## config.mk

```make
export PLATFORM = sky130hd
export DESIGN_NAME = led_event_scheduler
export DESIGN_NICKNAME = d
export VERILOG_FILES = /design/src/rtl/led_event_scheduler.sv
export SDC_FILE = /design/constraint.sdc
export NUM_CORES = 1
export LEC_CHECK = 0
export CAP_MARGIN = 15
export CORE_MARGIN = 2
export CORE_UTILIZATION = 55
export DETAILED_ROUTE_END_ITERATION = 10
export PLACE_DENSITY = 0.73
export SETUP_SLACK_MARGIN = 0.5
export SYNTH_ARGS = -nofsm -noshare
export SYNTH_HDL_FRONTEND = slang
export SYNTH_SLANG_ARGS = --single-unit
```

## constraint.sdc

```tcl
create_clock -name clk -period 6.2 [get_ports clk]
set_input_delay 0.93 -clock clk [delete_from_list [all_inputs] [get_ports clk]]
set_output_delay 0.93 -clock clk [all_outputs]
set_load 0.05 [all_outputs]
```

## src/rtl/led_event_scheduler.sv

```systemverilog
// rtl/led_event_scheduler.sv - round-robin event-to-LED blink scheduler
// Latches event pulses, shows source g as g+1 blinks followed by a dark gap.
module led_event_scheduler #(
   parameter int NUM_REQ   = 4,
   parameter int TICK_DIV  = 1_200_000,
   parameter int ON_TICKS  = 1,
   parameter int OFF_TICKS = 1,
   parameter int GAP_TICKS = 4,
   parameter int HB_TICKS  = 8,
   localparam int IDW      = (NUM_REQ > 2) ? $clog2(NUM_REQ) : 1
) (
   input  logic               clk,
   input  logic               reset,
   input  logic [NUM_REQ-1:0] req,
   output logic               led,
   output logic               busy,
   output logic [IDW-1:0]     grant_id,
   output logic               dropped
);

   localparam int TW = $clog2(TICK_DIV);

   typedef enum logic [1:0] {IDLE, ON, OFF, GAP} state_t;

   state_t             state;
   logic [TW-1:0]      tick_cnt;
   logic               tick;
   logic [NUM_REQ-1:0] pending;
   logic [NUM_REQ-1:0] clr;
   logic [IDW-1:0]     ptr;
   logic [IDW-1:0]     pick;
   logic [IDW-1:0]     cand;
   logic               found;
   logic [7:0]         ph_cnt;
   logic [7:0]         hb_cnt;
   logic [3:0]         blinks_left;

   assign tick = (tick_cnt == TW'(TICK_DIV - 1));

   // Walk offsets from high to low so the nearest pending source above ptr wins.
   always_comb begin
      pick  = '0;
      found = 1'b0;
      cand  = '0;
      for (int k = NUM_REQ - 1; k >= 0; k--) begin
         cand = IDW'((int'(ptr) + k) % NUM_REQ);
         if (pending[cand]) begin
            pick  = cand;
            found = 1'b1;
         end
      end
      clr = '0;
      if (state == IDLE && tick && found)
         clr[pick] = 1'b1;
   end

   always_ff @(posedge clk) begin
      if (reset) begin
         state       <= IDLE;
         tick_cnt    <= '0;
         pending     <= '0;
         ptr         <= '0;
         grant_id    <= '0;
         ph_cnt      <= '0;
         hb_cnt      <= '0;
         blinks_left <= '0;
         led         <= 1'b0;
         busy        <= 1'b0;
         dropped     <= 1'b0;
      end else begin
         pending  <= (pending & ~clr) | req;
         dropped  <= |(req & pending & ~clr);
         tick_cnt <= tick ? '0 : tick_cnt + 1'b1;
         if (tick) begin
            case (state)
               IDLE: begin
                  if (found) begin
                     grant_id    <= pick;
                     ptr         <= (pick == IDW'(NUM_REQ - 1)) ? '0 : pick + 1'b1;
                     blinks_left <= 4'(pick) + 4'd1;
                     ph_cnt      <= '0;
                     led         <= 1'b1;
                     busy        <= 1'b1;
                     state       <= ON;
                  end else if (HB_TICKS > 0) begin
                     if (hb_cnt == 8'(HB_TICKS - 1)) begin
                        hb_cnt <= '0;
                        led    <= ~led;
                     end else begin
                        hb_cnt <= hb_cnt + 8'd1;
                     end
                  end
               end
               ON: begin
                  if (ph_cnt == 8'(ON_TICKS - 1)) begin
                     led    <= 1'b0;
                     ph_cnt <= '0;
                     state  <= OFF;
                  end else begin
                     ph_cnt <= ph_cnt + 8'd1;
                  end
               end
               OFF: begin
                  if (ph_cnt == 8'(OFF_TICKS - 1)) begin
                     ph_cnt <= '0;
                     if (blinks_left > 4'd1) begin
                        blinks_left <= blinks_left - 4'd1;
                        led         <= 1'b1;
                        state       <= ON;
                     end else begin
                        state <= GAP;
                     end
                  end else begin
                     ph_cnt <= ph_cnt + 8'd1;
                  end
               end
               GAP: begin
                  if (ph_cnt == 8'(GAP_TICKS - 1)) begin
                     ph_cnt <= '0;
                     hb_cnt <= '0;
                     busy   <= 1'b0;
                     state  <= IDLE;
                  end else begin
                     ph_cnt <= ph_cnt + 8'd1;
                  end
               end
               default: state <= IDLE;
            endcase
         end
      end
   end

endmodule
```

==> out/qor.yml <==
rows: 26
ys_top_cells_by_count: "dfxtp_1 (54), nor2_1 (45), nand2_1 (27), a21oi_1 (25), inv_1 (21)"
clkPwrFrac: 0.375
crit_path_end: "blinks_left[3]"
synth_edf_count: 0
synth_cells: 340
synth_fp_nets: 361
layout-drive-gt1-share: 0.0541
ant_nets: 0
cts_tree: "done"
worstHoldPathCells: 1
ir_worst_vdd_v: 0.000154
r2r_start: "tick_cnt[0]"
globalRouteTotalUtil: 0.211
grt_max_degree: 23
htree_num_levels: 2
slew_headroom: 0.442
vias: 2430
ys_ff_latch: 54
ys_types: 53
yosysTopAreaCell: "dfxtp_1"
hpwl_um: 4100
seqPwrFrac: 0.569
yosysTopAreaCellShare: 0.378
dpl.cell_count: 413
clock-root-buffer: "clkbuf_8"
insertion_delay_ns: 0.31
num-nets-final: 371
start_util: 0.563
path_max_fanout: 12
rrSetupSlack_ns: 3.47
status: "finished, final reports clean"
p_sw_uw: 142
drv_slew: 0
grt_antenna_before_repair: 0
io_pins: 11
r2r_cells: 6
die_area_um2: 5790
core-area_um2: 5070
rsz0062_at_grt: "false"
drt_iter0_drc: 114
synthTopCellsByArea: "dfxtp_1 (38%), ha_1 (6.6%), nor2_1 (5.9%)"
fin_crit_sh: 0.440
areaGrowthSynthToFinish_pct: 9.06
tns_ns: 0
internal_power_uw: 483
clock-sinks: 54
clkTransAtPathRegs_ns: 0.10
finalHoldViolations: 0
synth_flop_cell: "dfxtp_1"
worst_setup_path_start_kind: "flop"
syn_area_um2: 2860
antenna-diode-count: 0
hold_path_class: "flop to flop"
worstPathArrival_ns: 2.96
hold_buffers: 0
via_per_inst: 5.77
combPwrFrac: 0.056
die_h_um: 76.1
postRouteWirelength_um: 5730
max_cap_viol_count: 0
clock_skew_ns: 0.00760
grt_pass1_wl_um: 10300
cts_resized: 0
clock_path_buffers: 2
die_w_um: 76.1
power_density_nw_per_um2: 200
critPathRequiredTime_ns: 6.43
async_flop_share: 0
first_pass_iters: 4
gr-total-overflow: 0
gp_congestion: 0.854
cp-end-kind: "flop"
max_freq_mhz: 367
first_global_vias: 2311
drcViolationCount: 0
numCtsBuffers: 5
ys_seq_area_frac: 0.378
final_cells: 421
switching_share: 0.227
cp-startpoint: "tick_cnt[0]"
p_leak_uw: 0.00114
post_cts_buffers: 0
critPathKind: "flop to flop"
worstMarginPinSlew_ns: 0.831
fill_cells: 442
r2r_end: "blinks_left[3]"
yosysMostFrequentCell: "dfxtp_1"
port_buffers: 10
ys_warn_count: 0
syn_avg_cell_area_um2: 8.41
wl_per_cell_um: 13.6
period_minus_slack_ns: 2.73
setup_viol: 0
[kinds of logic (layout without fill, tap and decap cells)]
group | Yosys count | after routing | share of synthesized area
compound gates | 67 | 67 | 0.151
mux | 2 | 2 | 0.00700
buf+inv | 28 | 39 | 0.0407
xor+xnor | 23 | 23 | 0.0705
simple gates | 151 | 151 | 0.287
flops | 54 | 54 | 0.378
fa+ha+maj | 15 | 15 | 0.0656
[placed cells by master (no fill, tap or decap), drive strengths merged, types with 3 or more instances in the layout]
cell type and instances:
nand2b 3, nand4 5, nand2 27, o31ai 5, nor3 10, a21oi 25
o211ai 3, clkdlybuf4s50 10, xor2 10, ha 15, xnor2 13, clkbuf 5
or3 6, o21ai 12, or4 8, nand3 19, and3 8, and2 3
a31oi 5, dfxtp 54, inv 21, nor2 45, nor4 5
[registers in the layout, summed over array words and instances (netlist names)]
register and flops:
tick_cnt 21, hb_cnt 8, ph_cnt 8, blinks_left 4, pending 4, grant_id 2
ptr 2, state 2, busy 1, dropped 1, led 1
[cell type report]
| class | count | area, µm² | share of cell area |
|---|---|---|---|
| Multi-Input combinational cell | 258 | 1660 | 0.533 |
| Clock buffer | 5 | 68.8 | 0.0221 |
| Timing Repair Buffer | 10 | 100 | 0.0321 |
| Clock inverter | 3 | 40.0 | 0.0128 |
| Sequential cell | 54 | 1080 | 0.347 |
| Tap cell | 70 | 87.6 | 0.0281 |
| Inverter | 21 | 78.8 | 0.0253 |
[through the flow]
step                      instance area (µm²)  total power [µW]  hold slack (ns)  utilization  worst slack (ns)
after detailed placement                 3010               398            0.433        0.593              3.24
after global routing                     3120               649            0.477        0.614              3.20
final                                    3120               625            0.447        0.614              3.47
after floorplan                          2860               386            0.413            -              4.13
after CTS                                3120               629            0.452        0.614              3.46
after global placement                   3010               397            0.419        0.593              3.30
[worst max-delay path: stages, from the launching register on]
cell	delay, ns
dfxtp_1	0.36
ha_1	0.23
nand3_1	0.13
nor4_4	0.76
nand4_1	0.47
or4b_1	0.58
a21oi_1	0.13
[power groups by stage]
stage	Sequential [µW]	Clock [µW]	Combinational, µW
global placement	363	0	33.8
finish	355	234	35.1
floorplan	364	0	22.3
detailed placement	364	0	35.0
CTS	355	239	35.2
global route	357	254	39.3
[layer usage]
| metal | global-route usage | vias to the layer above | routed length [µm] |
|---|---|---|---|
| li1 | - | 1235 | - |
| met1 | 0.270 | 1140 | 2730 |
| met5 | 0 | - | 0 |
| met3 | 0.0415 | 8 | 222 |
| met4 | 0.0818 | 0 | 89 |
| met2 | 0.352 | 47 | 2680 |
[worst min-delay path by stage]
stage,start,to
finish,tick_cnt[0],tick_cnt[0]
global route,tick_cnt[0],tick_cnt[0]
floorplan,tick_cnt[0],tick_cnt[0]
detailed placement,tick_cnt[0],tick_cnt[0]
global placement,tick_cnt[0],tick_cnt[0]
CTS,tick_cnt[0],tick_cnt[0]
(Power assumes the default switching activity.)
==> patch (same settings) <==
The 4 states of `state_t` get a one-hot encoding in 4 bits.
--- a/src/rtl/led_event_scheduler.sv
+++ b/src/rtl/led_event_scheduler.sv
@@ -20,7 +20,7 @@
 
    localparam int TW = $clog2(TICK_DIV);
 
-   typedef enum logic [1:0] {IDLE, ON, OFF, GAP} state_t;
+   typedef enum logic [3:0] {IDLE = 4'b0001, ON = 4'b0010, OFF = 4'b0100, GAP = 4'b1000} state_t;
 
    state_t             state;
    logic [TW-1:0]      tick_cnt;
Check against the original RTL: no difference found for any inputs over 4 cycles, from zero or initial values and one cycle with reset high; so few cycles prove little.
==> patch against the original RTL <==
Total power fell by 3.1%; area after synthesis rose by 4.9%; routed wire length rose by 9.7%; sequential cell count rose by 2; core utilization rose by 0.92 points; cell area rose by 3.5%; non-clock buffer count rose by 2; setup slack improved by 0.079 ns; final cell count rose by 3.8%; critical endpoint is now hb_cnt[6]; largest power group unchanged.
==> patch: results (changes against the original RTL) <==
Routing:
- The number of DRC markers after the initial detailed-route iteration is 148 (+30%).
- The routed length on met1 is 3.11 mm (+14%).
- The detailed-route via count is 2582 (+6.3%).
- The met3 wire length was 221 um (-0.45%).
- The routed wire length on met2 came to 2.84 mm (+5.7%).
- The final routed wirelength across all metal layers is 6.28 mm (+9.7%).

Timing:
- The clock skew is 0.00475 ns (-0.00285 ns).
- The transition time of the tightest slew-check pin is 0.977 ns (+0.145 ns).

Yosys:
- Counting instances in the post-synthesis netlist gives the leading cell types as sky130_fd_sc_hd__dfxtp_1 (56), sky130_fd_sc_hd__nor2_1 (55), sky130_fd_sc_hd__nand3_1 (27), sky130_fd_sc_hd__a21oi_1 (22), sky130_fd_sc_hd__nand2_1 (20).
- The number of instances in the synthesized netlist was 361 (+6.2%).
- The count of different cell masters after synthesis is 52 (-1.9%).

Final layout:
- The multi-input logic area came to 0.00177 mm^2 (+6.7%).
- The final cell count without fillers is 437 (+3.8%).
- The fraction of layout cells with a size suffix above 1 is 4.09% (-1.3 points).
- The area of all sequential standard cells is 0.00112 mm^2 (+3.7%).
- The multi-input gate count is 280 (+8.5%).
- The buffer count excluding the clock tree in the final layout came to 12 (+2).
- The number of sequential cells in the layout is 56 (+3.7%).
- The non-clock inverter count in the final layout is 11 (-48%).

Pwr:
- The reported net switching power came to 0.138 mW (-2.8%).
- The clock power share is 33.7% (-3.8 points).

Global routing:
- The via count of the first global-routing pass is 2383 (+3.1%).
- The largest net degree at the start of global routing is 32 (+39%).
- The global-route wire length before repair was 11.2 mm (+8.7%).

Placed design:
- The cell count after placement is 428 (+3.6%).
- The routability congestion estimate from global placement came to 0.855 (+0.15%).
- The worst-case setup slack after placement is 3.60 ns (+0.356 ns).

Setup path:
- The cell count of the worst reg-to-reg path is 5 (-1).
- The master of the slowest instance on the critical path is sky130_fd_sc_hd__or4_1.

Outcome:
- The flow ran to the end, and the final reports show no timing, DRC or antenna violations.
-- patch: cell count changes in the layout (fill, tap and decap cells not counted), sizes merged, moves of 6 or more --
cell and delta:
nand2 -7, mux2i +6, nand3 +8, nor2 +10, inv -10
-- patch: path summary, 6_finish.rpt --
path	slack, ns	start	to
setup / recovery	3.55	tick_cnt[13]	hb_cnt[6]
hold / removal	0.47	tick_cnt[0]	tick_cnt[0]
setup reg to reg	3.55	tick_cnt[13]	hb_cnt[6]
hold reg to reg	0.47	tick_cnt[0]	tick_cnt[0]
-- patch: layer usage --
metal / vias to the layer above / global-route usage [%]
li1: 1319 / -
met3: 12 / 5.47
met2: 40 / 35.9
met1: 1211 / 30.6
met5: - / 0
met4: 0 / 5.89
-- patch: kinds of logic after synthesis --
logic type	share of synthesized area (%)
AO/OA/AOI/OAI	13.5
XOR/XNOR	7.88
adder cells (fa/ha/maj)	4.17
buffers and inverters	3.54
flip-flops	37.4
multiplexers	2.67
AND/OR/NAND/NOR	30.9
